$ cat config.mk
export PLATFORM = sky130hd
export DESIGN_NAME = mem_arbiter
export DESIGN_NICKNAME = d
export VERILOG_FILES = /design/src/rtl/mem_arbiter_pkg.sv /design/src/rtl/mem_arbiter.sv
export SDC_FILE = /design/constraint.sdc
export NUM_CORES = 1
export LEC_CHECK = 0
export BUFFER_PORTS_ARGS = -buffer_cell sky130_fd_sc_hd__buf_2
export CORE_ASPECT_RATIO = 0.75
export CORE_MARGIN = 4
export CORE_UTILIZATION = 41
export CTS_CLUSTER_DIAMETER = 40
export DETAILED_ROUTE_END_ITERATION = 12
export GPL_TIMING_DRIVEN = 0
export PLACE_DENSITY_LB_ADDON = 0.1
export SLEW_MARGIN = 10
export SYNTH_ARGS = -nofsm -noshare
export SYNTH_HDL_FRONTEND = slang
export SYNTH_SLANG_ARGS = --single-unit
$ cat constraint.sdc
create_clock -name clk -period 6.1 [get_ports clk]
set_clock_uncertainty 0.1 [all_clocks]
set_input_delay 0.915 -clock clk [delete_from_list [all_inputs] [get_ports clk]]
set_output_delay 0.915 -clock clk [all_outputs]
set_load 0.01 [all_outputs]
$ cat src/rtl/mem_arbiter_pkg.sv
// Shared types and constants for the two-master memory arbiter.
package mem_arbiter_pkg;

  typedef enum logic [1:0] {
    IDLE = 2'd0,
    GNT0 = 2'd1,
    GNT1 = 2'd2
  } arb_state_t;

  localparam logic [15:0] TIMEOUT_RDATA = 16'hDEAD;

endpackage

$ cat src/rtl/mem_arbiter.sv
// Round-robin arbiter between the core (m0) and the DMA/loader (m1) onto one
// shared bus, with a per-transaction wait timeout and a sticky error flag.
//
//   state | meaning
//   IDLE  | no grant; sample requests and pick the next owner
//   GNT0  | m0 owns the shared bus, waiting for s_ready
//   GNT1  | m1 owns the shared bus, waiting for s_ready
module mem_arbiter
  import mem_arbiter_pkg::*;
#(
  parameter int unsigned TIMEOUT = 1023
) (
  input  logic        clk,
  input  logic        rst,

  input  logic        m0_valid,
  input  logic [1:0]  m0_wstrb,
  input  logic [15:0] m0_addr,
  input  logic [15:0] m0_wdata,
  output logic        m0_ready,
  output logic [15:0] m0_rdata,

  input  logic        m1_valid,
  input  logic [1:0]  m1_wstrb,
  input  logic [15:0] m1_addr,
  input  logic [15:0] m1_wdata,
  output logic        m1_ready,
  output logic [15:0] m1_rdata,

  output logic        s_valid,
  output logic [1:0]  s_wstrb,
  output logic [15:0] s_addr,
  output logic [15:0] s_wdata,
  input  logic        s_ready,
  input  logic [15:0] s_rdata,

  input  logic        err_clr,
  output logic        err,
  output logic        err_master
);

  localparam logic [15:0] WAIT_LAST = 16'(TIMEOUT - 1);

  arb_state_t  state;
  arb_state_t  state_nxt;
  logic [15:0] wait_cnt;
  logic        last_gnt;
  logic        err_q;
  logic        err_master_q;

  logic        granted;
  logic        cur_idx;
  logic        sel_valid;
  logic        done;
  logic        timeout;

  always_comb begin
    granted   = (state == GNT0) || (state == GNT1);
    cur_idx   = (state == GNT1);
    sel_valid = cur_idx ? m1_valid : m0_valid;
    done      = granted && sel_valid && s_ready;
    timeout   = granted && sel_valid && !s_ready && (wait_cnt == WAIT_LAST);
  end

  // On a tie, grant whichever master was not served last.
  always_comb begin
    state_nxt = IDLE;
    case (state)
      IDLE: begin
        if (m0_valid && m1_valid) state_nxt = last_gnt ? GNT0 : GNT1;
        else if (m0_valid)        state_nxt = GNT0;
        else if (m1_valid)        state_nxt = GNT1;
        else                      state_nxt = IDLE;
      end
      GNT0, GNT1: begin
        if (!sel_valid || done || timeout) state_nxt = IDLE;
        else                               state_nxt = state;
      end
      default: state_nxt = IDLE;
    endcase
  end

  always_ff @(posedge clk) begin
    if (rst) begin
      state        <= IDLE;
      wait_cnt     <= 16'd0;
      last_gnt     <= 1'b1;
      err_q        <= 1'b0;
      err_master_q <= 1'b0;
    end else begin
      state <= state_nxt;

      if (!granted)      wait_cnt <= 16'd0;
      else if (!s_ready) wait_cnt <= wait_cnt + 16'd1;

      if (done || timeout) last_gnt <= cur_idx;

      // A timeout in the same cycle as err_clr keeps the flag set.
      if (timeout) begin
        err_q        <= 1'b1;
        err_master_q <= cur_idx;
      end else if (err_clr) begin
        err_q <= 1'b0;
      end
    end
  end

  // Outputs are held at zero while rst is asserted so an abandoned grant
  // never leaks a request or a ready pulse.
  always_comb begin
    s_valid  = 1'b0;
    s_wstrb  = 2'b00;
    s_addr   = 16'h0;
    s_wdata  = 16'h0;
    m0_ready = 1'b0;
    m0_rdata = 16'h0;
    m1_ready = 1'b0;
    m1_rdata = 16'h0;
    if (!rst) begin
      case (state)
        GNT0: begin
          s_valid  = m0_valid && !timeout;
          s_wstrb  = m0_wstrb;
          s_addr   = m0_addr;
          s_wdata  = m0_wdata;
          m0_ready = done || timeout;
          m0_rdata = timeout ? TIMEOUT_RDATA : s_rdata;
        end
        GNT1: begin
          s_valid  = m1_valid && !timeout;
          s_wstrb  = m1_wstrb;
          s_addr   = m1_addr;
          s_wdata  = m1_wdata;
          m1_ready = done || timeout;
          m1_rdata = timeout ? TIMEOUT_RDATA : s_rdata;
        end
        default: ;
      endcase
    end
  end

  assign err        = err_q && !rst;
  assign err_master = err_master_q && !rst;

endmodule

==> results by group, run 1 <==
GRT
  – Number of global-route vias before repair: 2,233
  – GRT Util Overall: 21.8%
  – Largest net degree at the start of global routing: 13
  – M3 GR Usage: 7.89%
  – GR Util met2: 38.8%
  – First-pass GRT wire length: 10,100 microns
  – Total gr overflow: 0
  – Global Route met1 Usage: 25.0%
  – Busiest metal layer after global routing: met2
  – Initial antenna violation count: 0

Yosys
  – Area share of the largest cell type after synthesis: 23.1%
  – Primary FF master, synth: dfxtp_1
  – Count leader, synth: nor2_1
  – Mapped Area: 1820 sq um
  – Synth area leaders: dfxtp_1 (23%), a22oi_1 (14%), nor2_1 (10%), o21a_1 (9.1%), and3_1 (4.1%)
  – Post-synthesis adder-cell area fraction: 3.44%
  – Syn_area_per_cell: 7.46 sq um
  – Post-synthesis compound-gate area fraction: 26.7%
  – Post-synthesis sequential area ratio: 23.1%
  – Synth Area in Simple Gates: 32.4%
  – Post-synth EDFFs: 0
  – Yosys top cell by area: dfxtp_1
  – Post-synthesis mux area share: 2.54%
  – Ys Warns: 0
  – Flops & latches, synth: 21
  – Yosys cell types: 38
  – XOR/XNOR share of the synthesized area: 5.77%
  – Gate count of the mapped netlist: 244
  – Async SR Flop Fraction: 0%
  – Syn_nets: 339
  – Synth cell count leaders: nor2_1 (49), a22oi_1 (34), o21a_1 (22), dfxtp_1 (21), clkbuf_1 (14)
  – Largest family of logic cells by synthesized area: simple AND/OR/NAND/NOR gates

Placed design
  – Pre-CTS WS: 2.95 ns
  – HPWL after DPL: 5310 microns
  – I/O Buffers: 159
  – GPL Wtd Cong: 0.828
  – DP Area: 2690 sq um

Detailed routing
  – # DRC: 0
  – Post-Route WL: 6470 microns
  – DR WL/cell: 14.0 microns
  – Drt pass-1 iters: 5
  – Drt initial violations: 155
  – Vias/cell: 5.19
  – Remaining antenna violation count: 0
  – Routed vias: 2,399

Clocking
  – Post-CTS setup buffers: 0
  – # H-tree levels: 1
  – CTS tree: done
  – Clock sinks: 21
  – Root Buffer: clkbuf_8
  – CTS max path bufs: 2
  – Clock latency on the worst-skew pair: 0.26 ns
  – Clock buffer count from CTS: 3
  – Post-CTS Hold Buffers: 0
  – Post-CTS sizing: 0
  – Worst-path clk slew: 0.08 ns

Worst setup path
  – Worst path required time: 5.08 ns
  – Arr. time, crit path: 2.40 ns
  – Nature of the critical path startpoint: register
  – CP max FO: 10
  – Setup CP Type: reg -> out
  – Crit. End Element: output port

Final layout
  – Antenna Cells: 0
  – Layout cells sized above 1: 43.0%
  – Sequential standard cell area: 420 sq um
  – Area delta synth->final: 50.0%
  – Final nets: 503
  – FILL cells: 390
  – Final Cell Area: 2730 sq um
  – Area occupied by multi-input gates: 1290 sq um

Power and ir drop
  – Clock group share of total power: 27.7%
  – Sequential power share: 42.2%
  – Power Total: 0.333 mW
  – Lkg Pwr: 1.40 nW
  – Cell-internal power: 0.231 mW
  – IR drop worst, VDD: 0.0884 mV
  – Comb pwr share: 30.1%
  – Power per cell area: 122 nW/um^2
  – Psw: 0.102 mW
  – Net switching fraction of the power: 30.6%

STA
  – Final worst-path setup slack: 2.68 ns
  – Final hold vios: 0
  – Setup TNS: 0 ns
  – Worst slew pin tran: 0.501 ns
  – Tmin final: 3.42 ns
  – # setup viols final: 0
  – Final worst-path cycle share: 56.0%
  – Pins Over Slew Limit: 0
  – RSZ-0062 raised after global routing: no
  – Max-slew headroom: 66.5%
  – Fmax achieved: 293 MHz

Floorplanning
  – I/O pins: 161
  – Die width: 84.9 microns
  – Core region area: 4150 sq um
  – Die area: 5580 sq um
  – Die height: 65.7 microns
  – Initial core utilization: 43.8%
  – # rows: 20

Worst hold path
  – Hold crit path type: reg -> reg

Outcome
  – Status: complete, no violations

Flow run
  – Max-cap violations: 0
-- per-layer routing --
layer	up-vias	part of all wire [%]
li1	1204	-
met1	1083	39
met2	102	49
met3	10	11
met4	0	1.4
met5	-	0
-- sequential cells by signal, indices dropped and copies added (netlist names) --
name and count:
err_master_q 1, err_q 1, wait_cnt 16, state 2, last_gnt 1
-- layout by cell type (no fill, tap or decap), drive strengths merged, types with 8 or more instances in the layout --
cell type,count
o21a,22
nand4,8
dfxtp,21
nor2,49
clkbuf,17
buf,167
a22oi,34
and3,12
-- worst max-delay path, stage by stage, from the launching register on --
cell      delay (ns)
dfxtp_1         0.34
inv_1           0.09
ha_1            0.18
clkbuf_1        0.35
nor2b_1         0.49
clkbuf_1        0.38
o21a_1          0.19
buf_2           0.13
-- stage by stage --
| step | cells | utilization [%] | hold WS [ns] |
|---|---|---|---|
| finish | 462 | 65.8 | 0.383 |
| global route | 462 | 65.8 | 0.417 |
| CTS | 462 | 65.8 | 0.384 |
| detailed placement | 458 | 64.6 | 0.370 |
| global placement | 458 | 64.6 | 0.357 |
| floorplan | 244 | - | 0.344 |
-- path summary, 6_finish.rpt --
kind	depth (start not counted)	end	from	slack, ns
setup / recovery	7	m1_rdata[9]	state[0]$_SDFFE_PP0P_	2.68
hold / removal	2	err_q$_SDFFE_PP0P_	err_q$_SDFFE_PP0P_	0.38
setup reg to reg	5	err_master_q$_SDFFE_PP0P_	wait_cnt[1]$_SDFFE_PP0N_	4.15
hold reg to reg	2	err_q$_SDFFE_PP0P_	err_q$_SDFFE_PP0P_	0.38
-- kinds of logic after synthesis --
family	after synthesis
and+or+nand+nor	109
AOI/OAI and AO/OA	67
buffers and inverters	26
DFF	21
xor gates and xnor gates	12
adders and majority gates	5
muxes	4
-- power by group through the flow --
stage	clock [mW]	sequential, mW	combinational (mW)
6_report	0.0923	0.141	0.100
5_1_grt	0.101	0.141	0.112
3_3_place_gp	0	0.144	0.0977
2_1_floorplan	0	0.143	0.0515
4_1_cts	0.0952	0.141	0.101
3_5_place_dp	0	0.144	0.100
-- cell type report --
class                   count  share of cell area, %
inverters                   4                  0.550
plain buffers              22                   3.48
repair buffers            159                   29.1
multi-input cells         197                   47.2
clock inverters             1                  0.183
well taps                  55                   2.52
flip-flops and latches     21                   15.4
clock buffers               3                   1.51
No activity file was read; power rests on OpenSTA's default activity.
==> run 2, diff against run 1 <==
CORE_UTILIZATION = 38   (was 41)
clock period = 3.4 ns   (was 6.1 ns; I/O delays follow)
==> results by group, run 2 (synthesis results as in run 1) <==
Floorplanning
  – # rows: 21 (+5.0%)
  – Die width: 87.9 microns (+3.5%)
  – Initial core utilization: 40.0% (-3.8 points)
  – Die area: 5970 sq um (+7.0%)
  – I/O pins: 161 (unchanged)
  – Core region area: 4550 sq um (+9.4%)
  – Die height: 67.9 microns (+3.4%)

Worst setup path
  – Reg2Reg Depth: 6 (+1)
  – Setup CP Type: reg -> out
  – Worst path required time: 2.79 ns (-2.29 ns)
  – RR Endpoint: err_master_q$_SDFFE_PP0P_
  – Critical path's top delay family: buffers and inverters
  – Slowest CP cell: nor2b_1
  – Crit. End Element: output port
  – Worst flop-to-flop path startpoint: state[0]$_SDFFE_PP0P_
  – Buf/Inv on CP: 4 (unchanged)
  – Setup crit start: state[0]$_SDFFE_PP0P_
  – Worst R2R Setup Slack: 1.49 ns (-2.66 ns)
  – Slowest cell delay on critical path: 0.44 ns (-0.05 ns)
  – Nature of the critical path startpoint: register
  – Worst-path cell chain: inv_1 > ha_1 > clkbuf_1 > nor2b_1 > clkbuf_1 > o21a_1 > buf_2
  – CP endpoint: m1_rdata[14]
  – Most used cell, CP: clkbuf_1
  – Arr. time, crit path: 2.37 ns (-0.03 ns)
  – WP depth: 7 (unchanged)
  – CP max FO: 10 (unchanged)

Flow run
  – Max-cap violations: 0 (unchanged)

GRT
  – Largest net degree at the start of global routing: 12 (-1)
  – Number of global-route vias before repair: 2,051 (-8.2%)
  – First-pass GRT wire length: 9320 microns (-7.9%)
  – M3 GR Usage: 4.93% (-3.0 points)
  – Initial antenna violation count: 0 (unchanged)
  – Global Route met1 Usage: 24.0% (-1.1 points)
  – GR Util met2: 33.6% (-5.2 points)
  – Busiest metal layer after global routing: met2
  – GRT Util Overall: 19.0% (-2.8 points)
  – Total gr overflow: 0 (unchanged)

Power and ir drop
  – Power per cell area: 217 nW/um^2 (+78%)
  – Power Total: 0.593 mW (+78%)
  – Lkg Pwr: 1.40 nW (-0.20%)
  – IR drop worst, VDD: 0.163 mV (+85%)

STA
  – # setup viols final: 0 (unchanged)
  – Final hold vios: 0 (unchanged)
  – RSZ-0062 raised after global routing: no
  – Final worst-path cycle share: 87.6%
  – Tmin final: 2.98 ns
  – Final worst-path setup slack: 0.421 ns (-2.26 ns)
  – Max-slew headroom: 67.1% (+0.58 points)
  – Pins Over Slew Limit: 0 (unchanged)
  – Fmax achieved: 336 MHz
  – Worst slew pin tran: 0.494 ns (-0.00771 ns)
  – Setup TNS: 0 ns (unchanged)

Detailed routing
  – Routed vias: 2,382 (-0.71%)
  – Remaining antenna violation count: 0 (unchanged)
  – Drt pass-1 iters: 4 (-1)
  – # DRC: 0 (unchanged)
  – Vias/cell: 5.13 (-1.1%)
  – Drt initial violations: 124 (-20%)
  – DR WL/cell: 13.5 microns (-3.7%)
  – Post-Route WL: 6260 microns (-3.3%)

Clocking
  – Worst-path clk slew: 0.07 ns (about the same)
  – Clock latency on the worst-skew pair: 0.26 ns (about the same)
  – Root Buffer: clkbuf_8
  – Post-CTS sizing: 0 (unchanged)
  – Post-CTS Hold Buffers: 0 (unchanged)
  – CTS max path bufs: 2 (unchanged)
  – Post-CTS setup buffers: 0 (unchanged)
  – CTS tree: done
  – # H-tree levels: 1 (unchanged)
  – Clock buffer count from CTS: 3 (unchanged)
  – Clock sinks: 21 (unchanged)

Final layout
  – Max FFs per register: 16 (unchanged)
  – Area delta synth->final: 50.1% (about the same)
  – Final Util: 60.1% (-5.6 points)
  – Sequential standard cell area: 420 sq um (unchanged)
  – Antenna Cells: 0 (unchanged)
  – Final nets: 503 (unchanged)
  – FILL cells: 456 (+17%)
  – Most frequent cells in the layout: buf_2 (163), nor2_1 (49), a22oi_1 (34), o21a_1 (22), dfxtp_1 (21)
  – Commonest non-fill, non-tap cell in the layout: buf_2
  – Layout cells sized above 1: 42.8% (-0.25 points)
  – Biggest registers after layout: wait_cnt: 16 flops, state: 2 flops
  – Area occupied by multi-input gates: 1290 sq um (unchanged)
  – Largest register by flop count: wait_cnt

Worst hold path
  – Hold crit path type: reg -> reg

Placed design
  – GPL Wtd Cong: 0.811 (-2.0%)
  – HPWL after DPL: 5160 microns (-2.9%)
  – Pre-CTS WS: 0.689 ns (-2.26 ns)
  – I/O Buffers: 159 (unchanged)

Outcome
  – Status: complete, no violations
## run 2: cell type report
class                           instances  area share, %
Clock buffer                            4           1.65
Buffer                                 22           3.48
Inverter                                4          0.549
Timing Repair Buffer                  159           29.1
Multi-Input combinational cell        197           47.2
Tap cell                               57           2.61
Sequential cell                        21           15.4
## run 2: power by group
part / total [mW] / internal [mW] / switching [mW] / leakage, nW
Clock: 0.161 / 0.0833 / 0.0781 / 0.0228
Combinational: 0.180 / 0.0842 / 0.0954 / 1.20
Sequential: 0.252 / 0.249 / 0.00302 / 0.170
Total: 0.593 / 0.416 / 0.176 / 1.40
## run 2: metal layers
| metal | part of all wire (%) | vias to the layer above |
|---|---|---|
| li1 | - | 1210 |
| met1 | 41 | 1065 |
| met2 | 48 | 105 |
| met3 | 11 | 2 |
| met4 | 0.21 | 0 |
| met5 | 0 | - |
## run 2: worst min path at each step
stage / startpoint / end / slack [ns] / depth (start not counted)
after floorplan: wait_cnt[15]$_SDFFE_PP0N_ / wait_cnt[15]$_SDFFE_PP0N_ / 0.34 / 2
after global placement: err_q$_SDFFE_PP0P_ / err_q$_SDFFE_PP0P_ / 0.35 / 2
after detailed placement: err_q$_SDFFE_PP0P_ / err_q$_SDFFE_PP0P_ / 0.36 / 2
after CTS: err_q$_SDFFE_PP0P_ / err_q$_SDFFE_PP0P_ / 0.37 / 2
after global routing: wait_cnt[15]$_SDFFE_PP0N_ / wait_cnt[15]$_SDFFE_PP0N_ / 0.40 / 2
final: err_q$_SDFFE_PP0P_ / err_q$_SDFFE_PP0P_ / 0.37 / 2
## run 2: worst register-to-register path: stages (launching register included)
cell	delay (ns)
dfxtp_1	0.36
inv_1	0.07
ha_1	0.21
mux2_2	0.24
nand2_1	0.11
or3_4	0.42
mux2_4	0.30
## run 2: per-stage QoR
| step | hold slack, ns | std cells | cell area, sq um |
|---|---|---|---|
| after floorplan | 0.344 | 244 | 1820 |
| after global placement | 0.355 | 460 | 2690 |
| after detailed placement | 0.362 | 460 | 2690 |
| after CTS | 0.373 | 464 | 2730 |
| after global routing | 0.397 | 464 | 2730 |
| final | 0.371 | 464 | 2730 |
==> run 3, diff against run 2 <==
CORE_ASPECT_RATIO = unset   (was 0.75)
clock period = 3 ns   (was 3.4 ns; I/O delays follow)
==> results by group, run 3 (synthesis results as in run 1) <==
Power and ir drop
  – Sequential power share: 42.6% (about the same)
  – Lkg Pwr: 1.40 nW (+0.27%)
  – Psw: 0.198 mW (+12%)
  – Comb pwr share: 30.4% (about the same)
  – Cell-internal power: 0.473 mW (+13%)
  – Net switching fraction of the power: 29.5% (-0.24 points)
  – Power Total: 0.671 mW (+13%)
  – Clock group share of total power: 27.0% (-0.2 points)
  – IR drop worst, VDD: 0.162 mV (-0.95%)
  – Power per cell area: 245 nW/um^2 (+13%)

STA
  – RSZ-0062 raised after global routing: no
  – Max-slew headroom: 69.8% (+2.7 points)
  – Setup TNS: 0 ns (unchanged)
  – Pins Over Slew Limit: 0 (unchanged)
  – Final hold vios: 0 (unchanged)
  – Tmin final: 2.68 ns
  – Fmax achieved: 374 MHz
  – Final worst-path cycle share: 89.2%
  – Worst slew pin tran: 0.453 ns (-0.0402 ns)
  – # setup viols final: 0 (unchanged)

Detailed routing
  – Drt pass-1 iters: 4 (unchanged)
  – DR WL/cell: 14.6 microns (+8.4%)
  – Vias/cell: 5.29 (+3.0%)
  – Remaining antenna violation count: 0 (unchanged)
  – Drt initial violations: 72 (-42%)
  – Routed vias: 2,428 (+1.9%)
  – # DRC: 0 (unchanged)
  – Post-Route WL: 6710 microns (+7.3%)

Placed design
  – GPL Wtd Cong: 0.816 (+0.62%)
  – I/O Buffers: 159 (unchanged)
  – HPWL after DPL: 5610 microns (+8.8%)

Flow run
  – Max-cap violations: 0 (unchanged)

Floorplanning
  – I/O pins: 161 (unchanged)
  – Die area: 5960 sq um (-0.19%)
  – # rows: 24 (+14%)
  – Core region area: 4500 sq um (-0.91%)
  – Initial core utilization: 40.4% (+0.37 points)
  – Die height: 77.2 microns (+14%)
  – Die width: 77.2 microns (-12%)

Worst setup path
  – Crit. End Element: output port
  – Worst path required time: 2.45 ns (-0.34 ns)
  – CP max FO: 10 (unchanged)
  – Setup CP Type: reg -> out
  – Arr. time, crit path: 2.13 ns (-0.24 ns)
  – Nature of the critical path startpoint: register

Clocking
  – Post-CTS setup buffers: 0 (unchanged)
  – Clock latency on the worst-skew pair: 0.26 ns (about the same)
  – # H-tree levels: 1 (unchanged)
  – CTS max path bufs: 2 (unchanged)
  – Root Buffer: clkbuf_8
  – Worst-path clk slew: 0.07 ns (about the same)
  – CTS tree: done
  – Clock buffer count from CTS: 3 (unchanged)
  – Post-CTS sizing: 0 (unchanged)
  – Post-CTS Hold Buffers: 0 (unchanged)
  – Clock sinks: 21 (unchanged)

Outcome
  – Status: complete, no violations

Final layout
  – Largest register by flop count: wait_cnt
  – Most frequent cells in the layout: buf_2 (163), nor2_1 (49), a22oi_1 (34), o21a_1 (22), dfxtp_1 (21)
  – Final nets: 503 (unchanged)
  – Commonest non-fill, non-tap cell in the layout: buf_2
  – Biggest registers after layout: wait_cnt: 16 flops, state: 2 flops
  – Area delta synth->final: 50.1% (unchanged)
  – Final Util: 60.7% (+0.55 points)
  – Antenna Cells: 0 (unchanged)
  – Max FFs per register: 16 (unchanged)
  – Layout cells sized above 1: 43.5% (+0.74 points)

GRT
  – GRT Util Overall: 21.8% (+2.8 points)
  – First-pass GRT wire length: 11,000 microns (+18%)
  – Initial antenna violation count: 0 (unchanged)
  – Largest net degree at the start of global routing: 12 (unchanged)
  – Total gr overflow: 0 (unchanged)
  – Number of global-route vias before repair: 2,348 (+14%)

Worst hold path
  – Hold crit path type: in -> reg
-- run 3: worst paths after layout --
kind / start / end / slack (ns) / cells after the start
hold / removal: err_clr / err_q$_SDFFE_PP0P_ / 0.36 / 3
hold reg to reg: wait_cnt[15]$_SDFFE_PP0N_ / wait_cnt[15]$_SDFFE_PP0N_ / 0.37 / 2
setup / recovery: state[1]$_SDFFE_PP0P_ / m0_rdata[9] / 0.32 / 7
setup reg to reg: wait_cnt[1]$_SDFFE_PP0N_ / err_master_q$_SDFFE_PP0P_ / 1.10 / 5
-- run 3: layer usage --
metal | wire, microns | global-route usage [%]
met2 | 3340 | 38.7
met3 | 544 | 5.97
met4 | 257 | 8.01
met1 | 2570 | 24.6
met5 | 0 | 0
-- run 3: power by group through the flow --
stage | combinational (mW) | sequential [mW] | clock (mW)
after floorplan | 0.105 | 0.291 | 0
after global placement | 0.199 | 0.292 | 0
after detailed placement | 0.204 | 0.292 | 0
after CTS | 0.204 | 0.286 | 0.185
after global routing | 0.231 | 0.286 | 0.200
final | 0.204 | 0.285 | 0.181
-- run 3: stage by stage --
stage	cells	hold WS, ns	cell area (sq um)	setup slack, ns
after floorplan	244	0.344	1820	0.822
after global placement	455	0.354	2680	0.424
after detailed placement	455	0.366	2680	0.416
after CTS	459	0.351	2730	0.128
after global routing	459	0.373	2730	0.0814
final	459	0.356	2730	0.324
-- run 3: area by class of cell --
class                   instances  area (sq um)
fillers                       454          1770
well taps                      52          65.1
multi-input cells             197          1290
repair buffers                159           796
inverters                       4          15.0
clock buffers                   4          45.0
flip-flops and latches         21           420
plain buffers                  22          96.3
-- run 3: worst max-delay path: stages, from the launching register on --
cell and delay [ns]:
dfxtp_1 0.33, inv_1 0.08, ha_1 0.14, clkbuf_1 0.29, nor2b_2 0.34, clkbuf_1 0.39
o21a_1 0.19, buf_2 0.13
